<file path="src/rtl/csel_sub_pkg.sv">
// Shared widths and the stage-1 register record for the two-stage carry-select subtractor.
package csel_sub_pkg;

  localparam int unsigned SUB_N = 32;
  localparam int unsigned SUB_M = 16;
  localparam int unsigned SUB_H = SUB_N - SUB_M;

  // Low-segment result plus the high operand slices waiting for stage 2.
  typedef struct packed {
    logic [SUB_M-1:0] diff_lo;
    logic             sel;
    logic             gen0;
    logic             prop0;
    logic [SUB_H-1:0] a_hi;
    logic [SUB_H-1:0] b_hi;
  } s1_rec_t;

endpackage

</file>
<file path="src/rtl/csel_sub_seg.sv">
// One segment of a + ~b + cin with group generate/propagate of a + ~b.
module csel_sub_seg #(
  parameter int unsigned W = 16
) (
  input  logic [W-1:0] a,
  input  logic [W-1:0] b,
  input  logic         cin,
  output logic [W-1:0] s,
  output logic         gen,
  output logic         prop
);

  // a + ~b overflows exactly when a > b; every bit propagates exactly when a == b.
  assign s    = a + ~b + W'(cin);
  assign gen  = (a > b);
  assign prop = (a == b);

endmodule

</file>
<file path="src/rtl/csel_sub32_pipe.sv">
// Two-stage pipelined subtractor d = a - b - bin with valid/ready flow control.
// Define CSEL_SUB_SAT_EN to clamp d to zero whenever a borrow-out occurs.
module csel_sub32_pipe
  import csel_sub_pkg::*;
#(
  parameter int unsigned N = SUB_N,
  parameter int unsigned M = SUB_M
) (
  input  logic         clk,
  input  logic         rst_n,
  input  logic         in_valid,
  output logic         in_ready,
  input  logic [N-1:0] a,
  input  logic [N-1:0] b,
  input  logic         bin,
  output logic         out_valid,
  input  logic         out_ready,
  output logic [N-1:0] d,
  output logic         bout,
  output logic         gen,
  output logic         prop
);

  localparam int unsigned H = N - M;

  logic          cin_c;
  logic [M-1:0]  lo_s_c;
  logic          g0_c;
  logic          p0_c;
  s1_rec_t       s1_d_c;
  s1_rec_t       s1_q;
  logic          s1_valid;
  logic          s1_load_c;
  logic          s2_load_c;

  logic [H-1:0]  hi_s_c;
  logic          g1_c;
  logic          p1_c;
  logic [N-1:0]  diff_c;
  logic [N-1:0]  d_c;
  logic          bout_c;
  logic          gen_c;
  logic          prop_c;

  assign cin_c = ~bin;

  // Handshake: ready never depends on in_valid.
  assign s2_load_c = ~out_valid | out_ready;
  assign s1_load_c = ~s1_valid | s2_load_c;
  assign in_ready  = s1_load_c;

  csel_sub_seg #(.W(M)) u_seg_lo (
    .a    (a[M-1:0]),
    .b    (b[M-1:0]),
    .cin  (cin_c),
    .s    (lo_s_c),
    .gen  (g0_c),
    .prop (p0_c)
  );

  always_comb begin
    s1_d_c         = '0;
    s1_d_c.diff_lo = lo_s_c;
    s1_d_c.sel     = g0_c | (p0_c & cin_c);
    s1_d_c.gen0    = g0_c;
    s1_d_c.prop0   = p0_c;
    s1_d_c.a_hi    = a[N-1:M];
    s1_d_c.b_hi    = b[N-1:M];
  end

  // Stage 1 register
  always_ff @(posedge clk or negedge rst_n) begin
    if (!rst_n) begin
      s1_valid <= 1'b0;
      s1_q     <= '0;
    end else if (s1_load_c) begin
      s1_valid <= in_valid;
      if (in_valid) s1_q <= s1_d_c;
    end
  end

  csel_sub_seg #(.W(H)) u_seg_hi (
    .a    (s1_q.a_hi),
    .b    (s1_q.b_hi),
    .cin  (s1_q.sel),
    .s    (hi_s_c),
    .gen  (g1_c),
    .prop (p1_c)
  );

  // High carry-out through sel equals gen | prop & cin of the whole word.
  always_comb begin
    diff_c = {hi_s_c, s1_q.diff_lo};
    bout_c = ~(g1_c | (p1_c & s1_q.sel));
    gen_c  = g1_c | (p1_c & s1_q.gen0);
    prop_c = p1_c & s1_q.prop0;
`ifdef CSEL_SUB_SAT_EN
    d_c    = bout_c ? '0 : diff_c;
`else
    d_c    = diff_c;
`endif
  end

  // Stage 2 / output register
  always_ff @(posedge clk or negedge rst_n) begin
    if (!rst_n) begin
      out_valid <= 1'b0;
      d         <= '0;
      bout      <= 1'b0;
      gen       <= 1'b0;
      prop      <= 1'b0;
    end else if (s2_load_c) begin
      out_valid <= s1_valid;
      if (s1_valid) begin
        d    <= d_c;
        bout <= bout_c;
        gen  <= gen_c;
        prop <= prop_c;
      end
    end
  end

endmodule

</file>
<file path="config.mk">
export PLATFORM = sky130hd
export DESIGN_NAME = csel_sub32_pipe
export DESIGN_NICKNAME = d
export VERILOG_FILES = /design/src/rtl/csel_sub_pkg.sv /design/src/rtl/csel_sub_seg.sv /design/src/rtl/csel_sub32_pipe.sv
export SDC_FILE = /design/constraint.sdc
export NUM_CORES = 1
export LEC_CHECK = 0
export ABC_CLOCK_PERIOD_IN_PS = 2800
export CAP_MARGIN = 10
export CELL_PAD_IN_SITES_DETAIL_PLACEMENT = 1
export CELL_PAD_IN_SITES_GLOBAL_PLACEMENT = 1
export CORE_MARGIN = 2
export CORE_UTILIZATION = 41
export DETAILED_ROUTE_END_ITERATION = 6
export PLACE_DENSITY_LB_ADDON = 0.3
export SYNTH_ARGS = -nofsm -noshare
export SYNTH_HDL_FRONTEND = slang
export SYNTH_HIERARCHICAL = 1
export SYNTH_SLANG_ARGS = --single-unit
export TNS_END_PERCENT = 1
</file>
<file path="constraint.sdc">
create_clock -name clk -period 2.8 [get_ports clk]
set_clock_uncertainty 0.05 [all_clocks]
set_input_delay 0.56 -clock clk [delete_from_list [all_inputs] [get_ports clk]]
set_output_delay 0.56 -clock clk [all_outputs]
set_load 0.01 [all_outputs]
</file>
# --- Yosys cells after proc, flatten, opt, wreduce, memory -nomap -nowiden ---
# Index checks and enable logic that the tools add are counted.
classes:
  addsub: 4
  n_mul: 0
  div: 0
  order_cmp: 2
  n_eq_ne: 2
  shifts: 0
  muxes: 0
  n_bitwise: 15
  n_reduce_logical: 2
ops:
  columns: ["cell", "n"]
  rows:
  - ["$add A16 B1 Y16", 2]
  - ["$add A16 B16 Y16", 2]
  - ["$eq A16 B16 Y1", 2]
  - ["$gt A16 B16 Y1", 2]
  - ["$not A16 Y16", 2]
  - ["$or A1 B1 Y1", 5]
  - ["$and A1 B1 Y1", 4]
  - ["$not A1 Y1", 4]
  - ["$reduce_and A2 Y1", 2]
totals:
  ff_bits: 88
  latch_bits: 0
  ram_bits: 0
  rom_bits: 0
  output_inout_bits: 37
  word_cells: 37
  mem_count: 0

# --- Logic depth before layout (Yosys ltp) ---
# Gate-level depths: netlist of the first run.
depth:
  word_depth: 4
  mapped_depth: 10
  depth_no_buf: 10

# --- By module ---
# Netlist of the first run, hierarchy kept.
modules_own_cells:
  columns: ["mod", "instances", "cells_per_inst", "area_each_um2", "seq_area_each_um2"]
  rows:
  - ["csel_sub32_pipe", 1, 195, 3340.7, 2202.1]
  - ["csel_sub_seg at u_seg_hi", 1, 138, 992.2, 0.0]
  - ["csel_sub_seg at u_seg_lo", 1, 147, 991.0, 0.0]

# --- Least setup slack after synthesis of the first run ---
# No wires, ideal clock.
synth_path:
  path_type: "input -> register"
  from: "in b[0]"
  to: "reg s1_q (netlist bit d_c[14])"
  setup_time_ps: 127
  arrival_time_ps: 2674
  t_required_ps: 2623
  path_slack_ps: -51
  stages: 10
  path_buffers: 0
  path_cell_list: "inv_1 > fa_1 > inv_1 > fa_1 > nor2b_4 > o31a_1 > o31a_1 > or4_1 > and3_1 > mux2_1"
synth_between:
  elab_chain_len: 3
synth_lines:
  columns: ["element", "line_no", "text"]
  rows:
  - ["from (decl)", "csel_sub32_pipe.sv:14", "input logic [N-1:0] b,"]
  - ["$not A16 Y16", "csel_sub_seg.sv:14", "assign s = a + ~b + W'(cin);"]
  - ["$add A16 B16 Y16", "csel_sub_seg.sv:14", null]
  - ["$add A16 B1 Y16", "csel_sub_seg.sv:14", null]
  - ["named net lo_s_c[14]", "csel_sub32_pipe.sv:27", "logic [M-1:0] lo_s_c;"]
  - ["to (signal assigned)", "csel_sub32_pipe.sv:75", "s1_q <= '0;"]
  - ["to (signal assigned)", "csel_sub32_pipe.sv:78", "if (in_valid) s1_q <= s1_d_c;"]
  - ["to (decl)", "csel_sub32_pipe.sv:31", "s1_rec_t s1_q;"]
# The timed path passes the listed nets, and every way through them passes these cells.
# A chain may end at the register's enable or synchronous reset.

# --- Final worst setup path of the first run ---
layout_path:
  from: "in a[0]"
  to: "reg s1_q (netlist bit d_c[14])"
layout_between:
  elab_chain_len: 2
layout_lines:
  columns: ["element", "line_no", "text"]
  rows:
  - ["from (decl)", "csel_sub32_pipe.sv:13", "input logic [N-1:0] a,"]
  - ["$add A16 B16 Y16", "csel_sub_seg.sv:14", null]
  - ["$add A16 B1 Y16", "csel_sub_seg.sv:14", null]
  - ["named net lo_s_c[14]", "csel_sub32_pipe.sv:27", null]
# The timed path passes the listed nets, and every way through them passes these cells.

==> results of run 1 <==
[Yosys cell counts, types with 7 or more instances]
master	count	area share (%)
sky130_fd_sc_hd__buf_6	12	2.5
sky130_fd_sc_hd__dfrtp_1	88	41
sky130_fd_sc_hd__nor2_1	16	1.1
sky130_fd_sc_hd__xor2_1	8	1.3
sky130_fd_sc_hd__nand4_1	7	0.82
sky130_fd_sc_hd__mux2_2	33	7.0
sky130_fd_sc_hd__o21ai_0	13	1.2
sky130_fd_sc_hd__xnor2_1	15	2.5
sky130_fd_sc_hd__mux2_1	50	11
sky130_fd_sc_hd__inv_1	45	3.2
sky130_fd_sc_hd__ha_1	32	7.5
sky130_fd_sc_hd__a21oi_1	31	2.9
sky130_fd_sc_hd__nand2_1	20	1.4
sky130_fd_sc_hd__a21o_1	8	1.1
sky130_fd_sc_hd__a31oi_1	9	1.1
[cells by family after synthesis]
kind of cell / after synthesis / share of synthesized area (%)
compound gates: 109 / 13.8
flops: 88 / 41.4
mux: 83 / 17.6
simple gates: 76 / 7.97
buf+inv: 65 / 6.46
fa+ha+maj: 36 / 9.02
xor+xnor: 23 / 3.78
[registers in the layout, summed over array words and instances (netlist names)]
name and count:
s1_q 35, d 32, d_c 16, bout 1
gen 1, out_valid 1, prop 1, s1_valid 1
[worst paths after layout]
path / to / start / slack, ns / cells after the start
max: d_c[14]$_DFFE_PN0P_ / a[0] / 0.04 / 10
min: d_c[0]$_DFFE_PN0P_ / rst_n / 0.20 / 1
max reg2reg: d[28]$_DFFE_PN0P_ / s1_q[0]$_DFFE_PN0P_ / 0.14 / 10
min reg2reg: d_c[5]$_DFFE_PN0P_ / d_c[5]$_DFFE_PN0P_ / 0.44 / 1
max in group asynchronous: d[6]$_DFFE_PN0P_ / rst_n / 1.83 / 2
min in group clk: d_c[5]$_DFFE_PN0P_ / d_c[5]$_DFFE_PN0P_ / 0.44 / 1
[metal layers]
metal	vias up	part of all wire, %	GRT usage, %
met5	-	0	0
met4	0	1.4	6.85
met3	15	3.9	3.78
met2	94	50	36.6
met1	2155	45	27.7
li1	2002	-	-
[where the power goes]
| part | internal [mW] | total, mW | switching, mW |
|---|---|---|---|
| registers | 1.65 | 1.87 | 0.224 |
| clock network | 0.678 | 1.19 | 0.513 |
| logic | 1.19 | 2.15 | 0.960 |
| total | 3.51 | 5.21 | 1.70 |
[what timing repair did]
item,4_1_cts,5_1_grt
pin swaps,6,2
buffers inserted,4,0
endpoints found under the setup margin,2,2
gates resized for setup,17,1
[worst reg2reg max path: stages, from the launching register on]
cell,delay [ns]
sky130_fd_sc_hd__dfrtp_1,0.39
sky130_fd_sc_hd__inv_1,0.07
sky130_fd_sc_hd__fa_1,0.45
sky130_fd_sc_hd__inv_1,0.10
sky130_fd_sc_hd__fa_1,0.21
sky130_fd_sc_hd__nor2b_1,0.07
sky130_fd_sc_hd__o31a_1,0.28
sky130_fd_sc_hd__o31a_1,0.32
sky130_fd_sc_hd__nor3_2,0.22
sky130_fd_sc_hd__xnor2_1,0.10
sky130_fd_sc_hd__mux2_2,0.29
[metrics by stage]
step                      hold WS [ns]  total power [mW]  utilization [%]
final                            0.203              5.21             56.2
after global placement           0.423              3.92             53.6
after detailed placement         0.429              4.03             53.6
after global routing             0.256              5.53             56.2
after floorplan                  0.214              3.05                -
after CTS                        0.224              5.26             56.1
[layout make-up]
cell class / count / area, um^2
clock buffers: 13 / 270
flip-flops and latches: 88 / 2200
clock inverters: 3 / 23.8
inverters: 45 / 169
repair buffers: 155 / 1430
well taps: 172 / 215
fillers: 1401 / 5550
multi-input cells: 327 / 2810
==> parameters.txt, run 1 <==
Parameter                              Value

STA
  Setup tns final    0 ns
  Setup repair after global routing missed its margin    true
  Number of pins exceeding their max-slew limit in the final report    0
  Headroom to the max-slew limit    between 50% and 60%
  Highest achievable clock rate    between 300 and 400 MHz
  Number of endpoints failing setup at the final stage    0
  Final hold violations    0
  Post-route fraction of the period consumed by the critical path    98.5%
  Post-layout minimum cycle time    2.76 ns
  Slew at the pin with the worst max-slew slack    0.673 ns
  Post-layout worst setup margin    0.0423 ns

Placement
  Global placement routability congestion    0.846
  Count of port buffers added during placement    105
  Total placed cells including tap cells    783
  Worst setup timing slack at the placement stage    -0.670 ns
  Final HPWL DP    10,800 um
  Total cell area at the placement stage    0.00679 mm^2

Logic synthesis
  Post-synthesis instance area    about 0.0053 mm^2
  Number of nets in the synthesized netlist    585
  Sequential cell area fraction in the yosys report    41.4%
  Async set or reset register ratio after synthesis    100%
  Mean Syn Cell Area    around 11 um^2
  Synth Register Bits    88
  Number of synthesized flops with an enable pin    0
  Main flop type after synthesis    sky130_fd_sc_hd__dfrtp_1
  Distinct cell type count after synthesis    62
  Synthesized instance count    480
  Syn. warnings    6

Final layout
  Layout cells sized above 1    20.1%
  Final-stage net count    731
  Most used cells in the layout excluding fill and tap cells    101 x sky130_fd_sc_hd__clkdlybuf4s50_1, 88 x sky130_fd_sc_hd__dfrtp_1, 49 x sky130_fd_sc_hd__mux2_1, 49 x sky130_fd_sc_hd__buf_4, 42 x sky130_fd_sc_hd__inv_1
  Non-Filler Cell Area, Final    0.00712 mm^2
  Antenna Cells    0
  Synthesis-to-finish area growth    33.7%
  Most common cell after layout, fill and taps aside    sky130_fd_sc_hd__clkdlybuf4s50_1
  Final std cells w/o fill    803

Critical path
  Slowest Stage Delay on Critical Path    0.47 ns
  Worst setup EP type    flop
  Family with the most delay on the worst path    simple AND/OR/NAND/NOR gates
  Arrival time at the worst endpoint    roughly 2.9 ns
  Critical-path cell with the highest stage delay    sky130_fd_sc_hd__or4_1
  Biggest fanout along the worst timing path    2
  Critical path startpoint category    input port
  Required @ worst endpoint    2.98 ns
  CP cell instances    buf_2 -> fa_2 -> inv_2 -> fa_2 -> nor2b_4 -> o31a_1 -> o31a_1 -> or4_1 -> and3_1 -> mux2_4
  Critical path buffers and inverters    2
  Start-to-end type of the worst setup path    in2reg

Clocking
  Clock latency reported for the late side of the worst-skew pair    0.35 ns
  Number of sinks handled by clock tree synthesis    88
  Total CTS buffers    9
  Level count of the clock H-tree    3
  Master cell of the clock root buffer    sky130_fd_sc_hd__clkbuf_16
  Clock tree from TritonCTS    yes
  Clk buf depth    2
  Clock-pin transition on the worst setup and hold timing paths    roughly 0.060 ns
  Cts-stage hold buffer count    0

Global route
  Number of antenna violations at the first check in global routing    0
  Via count of the first global-routing pass    4,617
  Pin count of the biggest net entering global routing    51
  Leftover overflow at the end of global routing    0
  First-pass GRT wire length    around 24,000 um
  Aggregate global-route resource usage    between 20 and 25%

Run
  Number of max-cap violations    0

Route
  Post-detailed-routing wire length    14,300 um
  Total number of vias    approximately 4,300
  DRT iter0 DRCs    171
  Remaining DRCs    0
  Via density per instance    around 5.3
  Wire per inst    about 18 um
  Number of iterations in the first detailed-routing pass    4
  Post-detailed-route count of antenna-violating nets    0

Run status
  Status    finished, final reports clean

Floorplan
  Standard cell core area    around 0.013 mm^2
  Die span in x    118 um
  Starting density of the core    a little over two fifths
  I/O pin cnt    106
  Die height    118 um
  Total number of placement rows    slightly above 40
  Die area    0.0139 mm^2

Min path
  Type of the most critical hold path    in2async

Power
  Worst IR Drop VDD    0.349 mV
  Power per cell area    731 mW/mm^2
  Static Leak    approximately 3.2 nW
No activity file was read; power rests on OpenSTA's default activity.
==> inputs of run 2 (changes only) <==
Settings changed: SLEW_MARGIN set to 20, TNS_END_PERCENT 1 to not set.
==> results of run 2 <==
Same layout as run 1: the final DEF is identical, and so are final timing and power.
